File: src/rtl/ddr_cmd_pkg.sv
`default_nettype none
// ============================================================================
// Module   : ddr_cmd_pkg
// Purpose  : Shared command bit indices and power-state encoding for DDR4 blocks.
// Revision : 1.0 - initial release
// ============================================================================
package ddr_cmd_pkg;

  localparam int NUM_CMDS = 19;

  localparam int CMD_ACT  = 0;
  localparam int CMD_BST  = 1;
  localparam int CMD_CFG  = 2;
  localparam int CMD_CKEH = 3;
  localparam int CMD_CKEL = 4;
  localparam int CMD_DPD  = 5;
  localparam int CMD_DPDX = 6;
  localparam int CMD_MRR  = 7;
  localparam int CMD_MRW  = 8;
  localparam int CMD_PD   = 9;
  localparam int CMD_PDX  = 10;
  localparam int CMD_PR   = 11;
  localparam int CMD_PRA  = 12;
  localparam int CMD_RD   = 13;
  localparam int CMD_RDA  = 14;
  localparam int CMD_REF  = 15;
  localparam int CMD_SRF  = 16;
  localparam int CMD_WR   = 17;
  localparam int CMD_WRA  = 18;

  typedef enum logic [1:0] {
    ACTIVE    = 2'd0,
    POWERDOWN = 2'd1,
    SELFREF   = 2'd2
  } pwr_state_e;

endpackage
`default_nettype wire

File: src/rtl/bank_state_table.sv
`default_nettype none
// ============================================================================
// Module   : bank_state_table
// Purpose  : Per-bank open flag and open-row storage with lookup and any-open.
// Revision : 1.0 - initial release
// ============================================================================
module bank_state_table #(
  parameter int ADDRWIDTH     = 17,
  parameter int BANKGROUPS    = 4,
  parameter int BANKSPERGROUP = 4,
  localparam int BGWIDTH      = $clog2(BANKGROUPS),
  localparam int BAWIDTH      = $clog2(BANKSPERGROUP)
) (
  input  logic                 clk,
  input  logic                 reset_n,
  input  logic                 set_en,
  input  logic                 clr_en,
  input  logic                 clr_all,
  input  logic [BGWIDTH-1:0]   upd_bg,
  input  logic [BAWIDTH-1:0]   upd_ba,
  input  logic [ADDRWIDTH-1:0] set_row,
  input  logic [BGWIDTH-1:0]   lk_bg,
  input  logic [BAWIDTH-1:0]   lk_ba,
  output logic                 lk_open,
  output logic [ADDRWIDTH-1:0] lk_row,
  output logic                 any_open
);

  localparam int IDXW   = BGWIDTH + BAWIDTH;
  localparam int NBANKS = 1 << IDXW;

  logic                 r_open [NBANKS];
  logic [ADDRWIDTH-1:0] r_row  [NBANKS];
  logic [IDXW-1:0]      w_upd_idx;
  logic [IDXW-1:0]      w_lk_idx;
  logic                 w_any;

  assign w_upd_idx = {upd_bg, upd_ba};
  assign w_lk_idx  = {lk_bg, lk_ba};

  for (genvar gi = 0; gi < NBANKS; gi++) begin : g_bank
    localparam logic [IDXW-1:0] c_idx = IDXW'(gi);

    always_ff @(posedge clk or negedge reset_n) begin
      if (!reset_n) begin
        r_open[gi] <= 1'b0;
        r_row[gi]  <= '0;
      end else if (clr_all) begin
        r_open[gi] <= 1'b0;
      end else if (w_upd_idx == c_idx) begin
        if (set_en) begin
          r_open[gi] <= 1'b1;
          r_row[gi]  <= set_row;
        end else if (clr_en) begin
          r_open[gi] <= 1'b0;
        end
      end
    end
  end

  always_comb begin
    w_any = 1'b0;
    for (int i = 0; i < NBANKS; i++) begin
      w_any = w_any | r_open[i];
    end
  end

  assign any_open = w_any;
  assign lk_open  = r_open[w_lk_idx];
  assign lk_row   = r_row[w_lk_idx];

endmodule
`default_nettype wire

File: src/rtl/ddr4_cmd_decoder.sv
`default_nettype none
// ============================================================================
// Module   : ddr4_cmd_decoder
// Purpose  : DDR4 pin decode to one-hot commands, bank tracking, power FSM.
// Revision : 1.0 - initial release
// ============================================================================
module ddr4_cmd_decoder
  import ddr_cmd_pkg::*;
#(
  parameter int ADDRWIDTH     = 17,
  parameter int BANKGROUPS    = 4,
  parameter int BANKSPERGROUP = 4,
  parameter int COLS          = 1024,
  localparam int BGWIDTH      = $clog2(BANKGROUPS),
  localparam int BAWIDTH      = $clog2(BANKSPERGROUP),
  localparam int CADDRWIDTH   = $clog2(COLS)
) (
  input  logic                  clk,
  input  logic                  reset_n,
  input  logic                  halt,
  input  logic                  cke,
  input  logic                  cs_n,
  input  logic                  act_n,
  input  logic                  ras_n,
  input  logic                  cas_n,
  input  logic                  we_n,
  input  logic [BGWIDTH-1:0]    bg,
  input  logic [BAWIDTH-1:0]    ba_in,
  input  logic [ADDRWIDTH-1:0]  a,
  output logic [NUM_CMDS-1:0]   commands,
  output logic [BGWIDTH-1:0]    bg_out,
  output logic [BAWIDTH:0]      ba,
  output logic [ADDRWIDTH-1:0]  row,
  output logic [CADDRWIDTH-1:0] column,
  output logic                  illegal,
  output logic                  lowpower
);

  localparam int c_ap_bit = 10;

  pwr_state_e r_state;
  pwr_state_e w_state_nxt;
  logic       r_cke_prev;

  logic [NUM_CMDS-1:0]   r_commands;
  logic [BGWIDTH-1:0]    r_bg;
  logic [BAWIDTH:0]      r_ba;
  logic [ADDRWIDTH-1:0]  r_row;
  logic [CADDRWIDTH-1:0] r_col;
  logic                  r_illegal;

  logic [NUM_CMDS-1:0]   w_cmd;
  logic                  w_illegal;
  logic                  w_addr_vld;
  logic [ADDRWIDTH-1:0]  w_row;
  logic [CADDRWIDTH-1:0] w_col;
  logic                  w_set;
  logic                  w_clr;
  logic                  w_clr_all;
  logic                  w_lk_open;
  logic [ADDRWIDTH-1:0]  w_lk_row;
  logic                  w_any_open;
  logic [2:0]            w_rcw;
  logic                  w_is_ref;
  logic                  w_ap;

  assign w_rcw    = {ras_n, cas_n, we_n};
  assign w_ap     = a[c_ap_bit];
  assign w_is_ref = !cs_n && act_n && (w_rcw == 3'b001);

  bank_state_table #(
    .ADDRWIDTH    (ADDRWIDTH),
    .BANKGROUPS   (BANKGROUPS),
    .BANKSPERGROUP(BANKSPERGROUP)
  ) u_bank_state_table (
    .clk     (clk),
    .reset_n (reset_n),
    .set_en  (w_set),
    .clr_en  (w_clr),
    .clr_all (w_clr_all),
    .upd_bg  (bg),
    .upd_ba  (ba_in),
    .set_row (a),
    .lk_bg   (bg),
    .lk_ba   (ba_in),
    .lk_open (w_lk_open),
    .lk_row  (w_lk_row),
    .any_open(w_any_open)
  );

  always_comb begin
    w_state_nxt = r_state;
    w_cmd       = '0;
    w_illegal   = 1'b0;
    w_addr_vld  = 1'b0;
    w_row       = '0;
    w_col       = '0;
    w_set       = 1'b0;
    w_clr       = 1'b0;
    w_clr_all   = 1'b0;
    if (!halt) begin
      case (r_state)
        ACTIVE: begin
          // A cke falling edge wins over decode; only a clean REF turns it into SRF.
          if (r_cke_prev && !cke) begin
            if (w_is_ref && !w_any_open) begin
              w_cmd[CMD_SRF] = 1'b1;
              w_state_nxt    = SELFREF;
            end else begin
              w_cmd[CMD_PD]  = 1'b1;
              w_state_nxt    = POWERDOWN;
            end
          end else if (cke && !cs_n) begin
            if (!act_n) begin
              if (w_lk_open) begin
                w_illegal = 1'b1;
              end else begin
                w_cmd[CMD_ACT] = 1'b1;
                w_set          = 1'b1;
                w_row          = a;
                w_addr_vld     = 1'b1;
              end
            end else begin
              case (w_rcw)
                3'b000: begin
                  w_cmd[CMD_MRW] = 1'b1;
                  w_addr_vld     = 1'b1;
                end
                3'b001: begin
                  if (w_any_open) begin
                    w_illegal = 1'b1;
                  end else begin
                    w_cmd[CMD_REF] = 1'b1;
                    w_addr_vld     = 1'b1;
                  end
                end
                3'b010: begin
                  w_addr_vld = 1'b1;
                  if (w_ap) begin
                    w_cmd[CMD_PRA] = 1'b1;
                    w_clr_all      = 1'b1;
                  end else begin
                    w_cmd[CMD_PR]  = 1'b1;
                    w_clr          = 1'b1;
                  end
                end
                3'b100, 3'b101: begin
                  if (!w_lk_open) begin
                    w_illegal = 1'b1;
                  end else begin
                    w_addr_vld = 1'b1;
                    w_row      = w_lk_row;
                    w_col      = a[CADDRWIDTH-1:0];
                    w_clr      = w_ap;
                    if (w_rcw == 3'b100) begin
                      w_cmd[w_ap ? CMD_WRA : CMD_WR] = 1'b1;
                    end else begin
                      w_cmd[w_ap ? CMD_RDA : CMD_RD] = 1'b1;
                    end
                  end
                end
                3'b110: begin
                  w_cmd[CMD_CFG] = 1'b1;
                  w_addr_vld     = 1'b1;
                end
                3'b011: begin
                  w_illegal = 1'b1;
                end
                default: ;
              endcase
            end
          end
        end
        default: begin
          if (!r_cke_prev && cke) begin
            w_cmd[CMD_PDX] = 1'b1;
            w_state_nxt    = ACTIVE;
          end
        end
      endcase
    end
  end

  always_ff @(posedge clk or negedge reset_n) begin
    if (!reset_n) begin
      r_state    <= ACTIVE;
      r_cke_prev <= 1'b1;
    end else begin
      r_state <= w_state_nxt;
      if (!halt) begin
        r_cke_prev <= cke;
      end
    end
  end

  // Under halt the combinational decode is all zero, so outputs clear naturally.
  always_ff @(posedge clk or negedge reset_n) begin
    if (!reset_n) begin
      r_commands <= '0;
      r_illegal  <= 1'b0;
      r_bg       <= '0;
      r_ba       <= '0;
      r_row      <= '0;
      r_col      <= '0;
    end else begin
      r_commands <= w_cmd;
      r_illegal  <= w_illegal;
      r_bg       <= w_addr_vld ? bg : '0;
      r_ba       <= w_addr_vld ? {1'b0, ba_in} : '0;
      r_row      <= w_row;
      r_col      <= w_col;
    end
  end

  assign commands = r_commands;
  assign illegal  = r_illegal;
  assign bg_out   = r_bg;
  assign ba       = r_ba;
  assign row      = r_row;
  assign column   = r_col;
  assign lowpower = (r_state != ACTIVE);

endmodule
`default_nettype wire

File: config.mk
export PLATFORM = sky130hd
export DESIGN_NAME = ddr4_cmd_decoder
export DESIGN_NICKNAME = d
export VERILOG_FILES = /design/src/rtl/ddr_cmd_pkg.sv /design/src/rtl/bank_state_table.sv /design/src/rtl/ddr4_cmd_decoder.sv
export SDC_FILE = /design/constraint.sdc
export NUM_CORES = 1
export LEC_CHECK = 0
export ABC_AREA = 0
export BUFFER_PORTS_ARGS = -buffer_cell sky130_fd_sc_hd__buf_2
export CORE_ASPECT_RATIO = 0.7
export CORE_MARGIN = 8
export CORE_UTILIZATION = 50
export CTS_BUF_LIST = sky130_fd_sc_hd__clkbuf_4
export DETAILED_ROUTE_END_ITERATION = 12
export PLACE_DENSITY = 0.67
export SKIP_LAST_GASP = 1
export SLEW_MARGIN = 5
export SYNTH_ARGS = -nofsm -noshare
export SYNTH_HDL_FRONTEND = slang
export SYNTH_SLANG_ARGS = --single-unit
File: constraint.sdc
create_clock -name clk -period 5.7 [get_ports clk]
set_input_delay 1.14 -clock clk [delete_from_list [all_inputs] [get_ports clk]]
set_output_delay 1.14 -clock clk [all_outputs]
set_load 0.01 [all_outputs]
After elaboration in Yosys (flattened, before gate mapping) --
Index checks and enable logic that the tools add are counted.
Word-level totals: word-level logic and storage cells 289, RAM bits 0, memories kept 0, bits in latches 0, register bits after elaboration 342, bits in read-only memories 0
Operators by class: multiply operators 0, magnitude comparators 5, add/sub/neg operators 0, muxes and demuxes 135, shift-type cells 0, reduce and logical (&&, ||, !) cells 69, equality and inequality tests 22, divide/modulo/power cells 0, bitwise operators 18
Operator list (number):
- $mux W19 | 10
- $mux W17 | 10
- $mux W10 | 8
- $mux W1 | 78
- $bmux W17 S4 | 1
- $reduce_and A3 Y1 | 17
- $reduce_bool A2 Y1 | 18
- $eq A4 B4 Y1 const B | 8
- $reduce_and A2 Y1 | 16
- $mux W2 | 12
- $mux W18 | 1
- $eq A4 B3 Y1 const B | 4
- $or A1 B1 Y1 | 15
- $demux W1 S5 | 2
- $eq A3 B3 Y1 const B | 3
- $mux W9 | 1
- $eq A4 B2 Y1 const B | 2
- $logic_and A1 B1 Y1 | 8
- $mux W8 | 1
- $pmux W1 S2 | 4
- $eq A3 B2 Y1 const B | 2
- $lt A4 B6 Y1 const B | 1
- $lt A5 B6 Y1 const B | 1
- $mux W6 | 1
- other kinds (20) | 25

Depth between registers and ports, before layout --
depth in word-level cells 23, depth in mapped cells 10

Modules after synthesis --
Synthesis repeated with hierarchy kept, for this count alone.
Unflattened totals: cells, all modules 1008, area, all modules 15026.9 sq um
Modules (own cells, without submodules):
- bank_state_table | cells each 845, area each 13097.6 sq um, instances 1
- ddr4_cmd_decoder | cells each 163, area each 1929.4 sq um, instances 1

Worst setup path before layout --
OpenSTA, ideal clock, no wires.
path kind in2reg, from input halt, to register u_bank_state_table.r_row[40] in the netlist's numbering, arrival time 3.179 ns, setup time 0.125 ns, path slack 2.395 ns, data required time 5.575 ns, stages on the path 8, path through or4b_1 > buf_4 > or2_4 > a211o_1 > or3_1 > buf_6 > buf_6 > mux2_4
On the way: longest elaborated chain between the ends 3, elaborated cells on any way between the ends 4, classes of those cells 2 x mux; 1 x bitwise; 1 x reduce/logical
RTL lines:
- from (decl) | RTL line ddr4_cmd_decoder.sv:20 | input logic halt,
- $mux W1 | RTL line ddr4_cmd_decoder.sv:101 | if (!halt) begin
- $not A1 Y1 (no line)
- $reduce_and A3 Y1 (no line) (*)
- to (signal, indexed assignment) | RTL line bank_state_table.sv:53 | r_row[gi] <= set_row;
- to (decl) | RTL line bank_state_table.sv:33 | logic [ADDRWIDTH-1:0] r_row [NBANKS];
Every way passes the cells marked *; elsewhere a longest branch is shown, timed or not. A chain may end at the register's enable or synchronous reset.

Worst setup path in the final report --
from input ba_in[1], to register u_bank_state_table.r_row[12] in the netlist's numbering
On the way: longest elaborated chain between the ends 11, elaborated cells on any way between the ends 12, classes of those cells 1 x eq/ne; 9 x mux; 1 x bitwise; 1 x reduce/logical
RTL lines:
- from (decl) | RTL line ddr4_cmd_decoder.sv:28 | input logic [BAWIDTH-1:0] ba_in,
- $not A4 Y5 (not written as such) | RTL line bank_state_table.sv:69 | assign lk_open = r_open[w_lk_idx];
- $bmux W1 S4 | RTL line bank_state_table.sv:69
- $mux W1 (not written as such) (2 in series) | RTL line bank_state_table.sv:69
- $mux W1 | RTL line ddr4_cmd_decoder.sv:115 | if (w_lk_open) begin
- $mux W1 | RTL line ddr4_cmd_decoder.sv:114 | if (!act_n) begin
- $mux W1 | RTL line ddr4_cmd_decoder.sv:113 | end else if (cke && !cs_n) begin
- $mux W1 | RTL line ddr4_cmd_decoder.sv:105 | if (r_cke_prev && !cke) begin
- $mux W1 | RTL line ddr4_cmd_decoder.sv:102 | case (r_state)
- $mux W1 | RTL line ddr4_cmd_decoder.sv:101
- $reduce_and A3 Y1 (no line) (*)
Every way passes the cells marked *; elsewhere a longest branch is shown, timed or not. The select of a mux whose other input is x is not followed.

==> flow_summary_export.csv <==
group,metric,value,unit
synthesis,synth.avg_cell_area,15.22,µm²
sta,unrepaired_setup_endpoints_after_global_routing,"false",
sta,period_utilization_post_route,0.6361,
pwr,p_leak,0.008526,µW
clock_network,tritoncts.num_buffers,83,
global_routing,total_congestion_overflow,0,
placed_design,dp_slack,1.289,ns
flow_run,maxCapViolCount,0,
placed_design,dpl.hpwl,21110,µm
finish,combined_area_of_the_multi_input_logic_cells,6688,µm²
finish,area_growth,10.35,%
setup_path,critical_path_class,"primary input to flip-flop",
finish,final_common_cell,"dfrtp_1",
setup_path,cp.required,6.31,ns
finish,seq_area,8409,µm²
status,outcome,"completed",
setup_path,cp-start-kind,"primary input",
floorplan,die-width,226.8,µm
setup_path,critical-path-max-stage-delay,0.76,ns
clock_network,cts.clk_slew.worst_paths,0.07,ns
placed_design,gpl.final_weighted_congestion,0.8648,
finish,design.final.nets,1139,
setup_path,critical_path.endpoint,"u_bank_state_table.r_row[12]",
detailed_routing,dr.first_iter.drc_count,791,
setup_path,critical_path.reg2reg.endpoint,"row[12]",
finish,highest_count_cells_in_the_layout_ignoring_fill_and_taps,"dfrtp_1, mux2_2, clkbuf_4",
sta,slew_headroom,0.1736,
finish,fillers,2555,
sta,achievable-frequency,275.8,MHz
synthesis,post_synth_inst_count,1022,
sta,worst_slew_pin_slew,1.240,ns
synthesis,postSynth.topFlopCell,"dfrtp_1",
setup_path,critical_path.max_fanout,56,
setup_path,r2r-start,"r_state[1]",
floorplan,floorplan.die_area,37090,µm²
synthesis,syn-cell-area,15550,µm²
floorplan,pin_count,83,
setup_path,cell_by_cell_trace_of_the_critical_path,"buf_4, buf_4, nand2_1, nor2_1, nand2b_1, mux2_2",
synthesis,synthArstFlopShare,1.000,
synthesis,number_of_synthesized_flops_with_an_enable_pin,0,
clock_network,cts_htree_levels,3,
global_routing,grt_start_max_net_pins,131,
placed_design,placement.io_buffers,75,
detailed_routing,detail_route.wl_per_cell,23.32,µm
synthesis,seq_area_frac_synth,0.5407,
sta,timing.final.hold_violations,0,
synthesis,ys_ff_latch,336,
synthesis,number_of_distinct_standard_cells_referenced_by_the_synthesized_netlist,55,
clock_network,cts_tree,"built",
pwr,power.density,274.0,nW/µm²
setup_path,slowest_stage,"buf_4",
detailed_routing,detail_route.vias_per_cell,5.898,
clock_network,post_cts.repair.setup_buffers,0,
sta,drv_slew,0,
sta,fin_worst_skew,0.08246,ns
clock_network,cts.root.buffer_cell,"clkbuf_4",
worst_hold_path,worst_hold_path_type,"primary input to asynchronous set/reset pin",
clock_network,worstSkewPairLatency,0.79,ns
clock_network,post_cts.resized_instances,0,
floorplan,die-height,163.6,µm
detailed_routing,drt-pass1-iter-count,5,
global_routing,antenna_found_initial,2,
sta,layout_setup_ws,2.074,ns
pwr,vdd_ir_drop_max,0.1667,mV
setup_path,critical_path_end_type,"flip-flop",
detailed_routing,residual_drc_count,0,
floorplan,placement_rows,54,
global_routing,grt_usage,0.2048,
setup_path,setup.worst_path.start,"ba_in[1]",
synthesis,synth-warning-count,0,
setup_path,reg2reg_depth,5,
setup_path,timing.critical_path.mode_cell,"buf_4",
global_routing,wire_length_of_the_first_global_routing_pass,57820,µm
clock_network,number_of_hold_repair_buffers_added_at_the_cts_stage,0,
setup_path,cp.arrival,4.24,ns
sta,post_layout_min_period,3.626,ns
sta,post_route_setup_tns,0,ns
floorplan,core-area,30880,µm²
global_routing,via_count_of_the_first_global_routing_pass,9737,
clock_network,cts.sink_count,336,
detailed_routing,detailroute.via_count,9354,
floorplan,start_util,0.5037,
sta,setup_viol,0,
detailed_routing,ant_nets,0,
detailed_routing,detail_route.wirelength,36990,µm
finish,post_route_cells_drive_above_1_share,0.5064,
clock_network,clock_tree.buffer_depth,3,
setup_path,regToRegSetupSlack,2.22,ns
sta,final_hold_slack,0.3962,ns
finish,post-route-util,0.5558,
## state kept, by name, summed over array words and instances, names as in the netlist
register / flops
ba: 2
bg_out: 2
column: 10
commands: 13
illegal: 1
r_cke_prev: 1
r_state: 2
row: 17
u_bank_state_table.r_open: 16
u_bank_state_table.r_row: 272
## cell families (layout without fill, tap and decap cells)
kind of cell           Yosys count  after routing  synth area share
AO/OA/AOI/OAI                   91             91           0.04360
buffers and inverters           97            232           0.03129
flip-flops                     336            336            0.5407
multiplexers                   369            369            0.3329
other                            1             10         0.0002411
AND/OR/NAND/NOR                128            128           0.05125
## per-stage QoR
| stage | power [µW] | cell area (µm²) | cells |
|---|---|---|---|
| after global routing | 4914 | 17160 | 1586 |
| after floorplan | 2634 | 15570 | 1028 |
| after detailed placement | 2753 | 16140 | 1444 |
| after CTS | 4767 | 17160 | 1583 |
| after global placement | 2748 | 16140 | 1444 |
| final | 4703 | 17160 | 1586 |
## power by group
part	internal, µW	switching [µW]	total (µW)
registers	2420	18.6	2430
clock network	1030	970	2000
logic	91.9	177	269
## worst max-delay path: cells and delay by family
kind	cells	cell delay, ns
AND/OR/NAND/NOR	3	1.34
multiplexers	1	0.54
buffers and inverters	2	1.16
## how the worst min path moves through the flow
stage | slack [ns] | start | end
2_1_floorplan | 0.44 | u_bank_state_table.r_row[27] | u_bank_state_table.r_row[27]
5_1_grt | 0.40 | reset_n | u_bank_state_table.r_row[24]
3_5_place_dp | 0.47 | u_bank_state_table.r_row[112] | u_bank_state_table.r_row[112]
3_3_place_gp | 0.46 | u_bank_state_table.r_row[27] | u_bank_state_table.r_row[27]
4_1_cts | 0.35 | reset_n | u_bank_state_table.r_row[20]
6_report | 0.40 | reset_n | column[4]
## cell usage after synthesis, types with 2 or more instances
cell	instances	share of area
buf_6	10	0.0072
dfrtp_1	335	0.54
nand4_4	7	0.0096
and2_1	4	0.0016
buf_4	8	0.0039
o22ai_1	2	0.00080
buf_1	6	0.0014
mux2_2	265	0.19
mux2i_1	5	0.0032
nand2_1	30	0.0072
a211oi_1	2	0.00097
o21ai_0	17	0.0055
o31ai_1	3	0.0014
nor3_1	9	0.0029
nor2b_1	5	0.0020
a2111oi_0	2	0.0011
mux2_4	10	0.0097
inv_1	6	0.0014
buf_2	13	0.0042
o211ai_1	16	0.0077
and3_1	18	0.0072
nand3_1	4	0.0013
mux4_2	88	0.13
a31oi_1	3	0.0012
nor4_1	6	0.0024
or2_2	2	0.00080
a21oi_1	5	0.0016
o21a_1	5	0.0024
nor2_1	18	0.0043
or3_1	4	0.0016
clkbuf_1	53	0.013
a32oi_1	7	0.0039
or4_1	2	0.00097
nand2b_1	13	0.0052
a22o_1	19	0.011
## layout make-up
cell class | instances | area share
multi-input combinational | 595 | 0.3897
inverter | 6 | 0.001312
clock buffer | 117 | 0.05118
timing repair buffer | 87 | 0.02872
antenna | 3 | 0.0004374
sequential | 336 | 0.4900
clock inverter | 22 | 0.008092
tap | 420 | 0.03062
## layer usage
layer | GRT usage | vias to the layer above | routed length, µm
li1 | - | 4074 | -
met1 | 0.3027 | 4967 | 17960
met2 | 0.2952 | 254 | 16320
met3 | 0.05292 | 59 | 2076
met4 | 0.05944 | 0 | 636
met5 | 0 | - | 0
(Power assumes the default switching activity.)
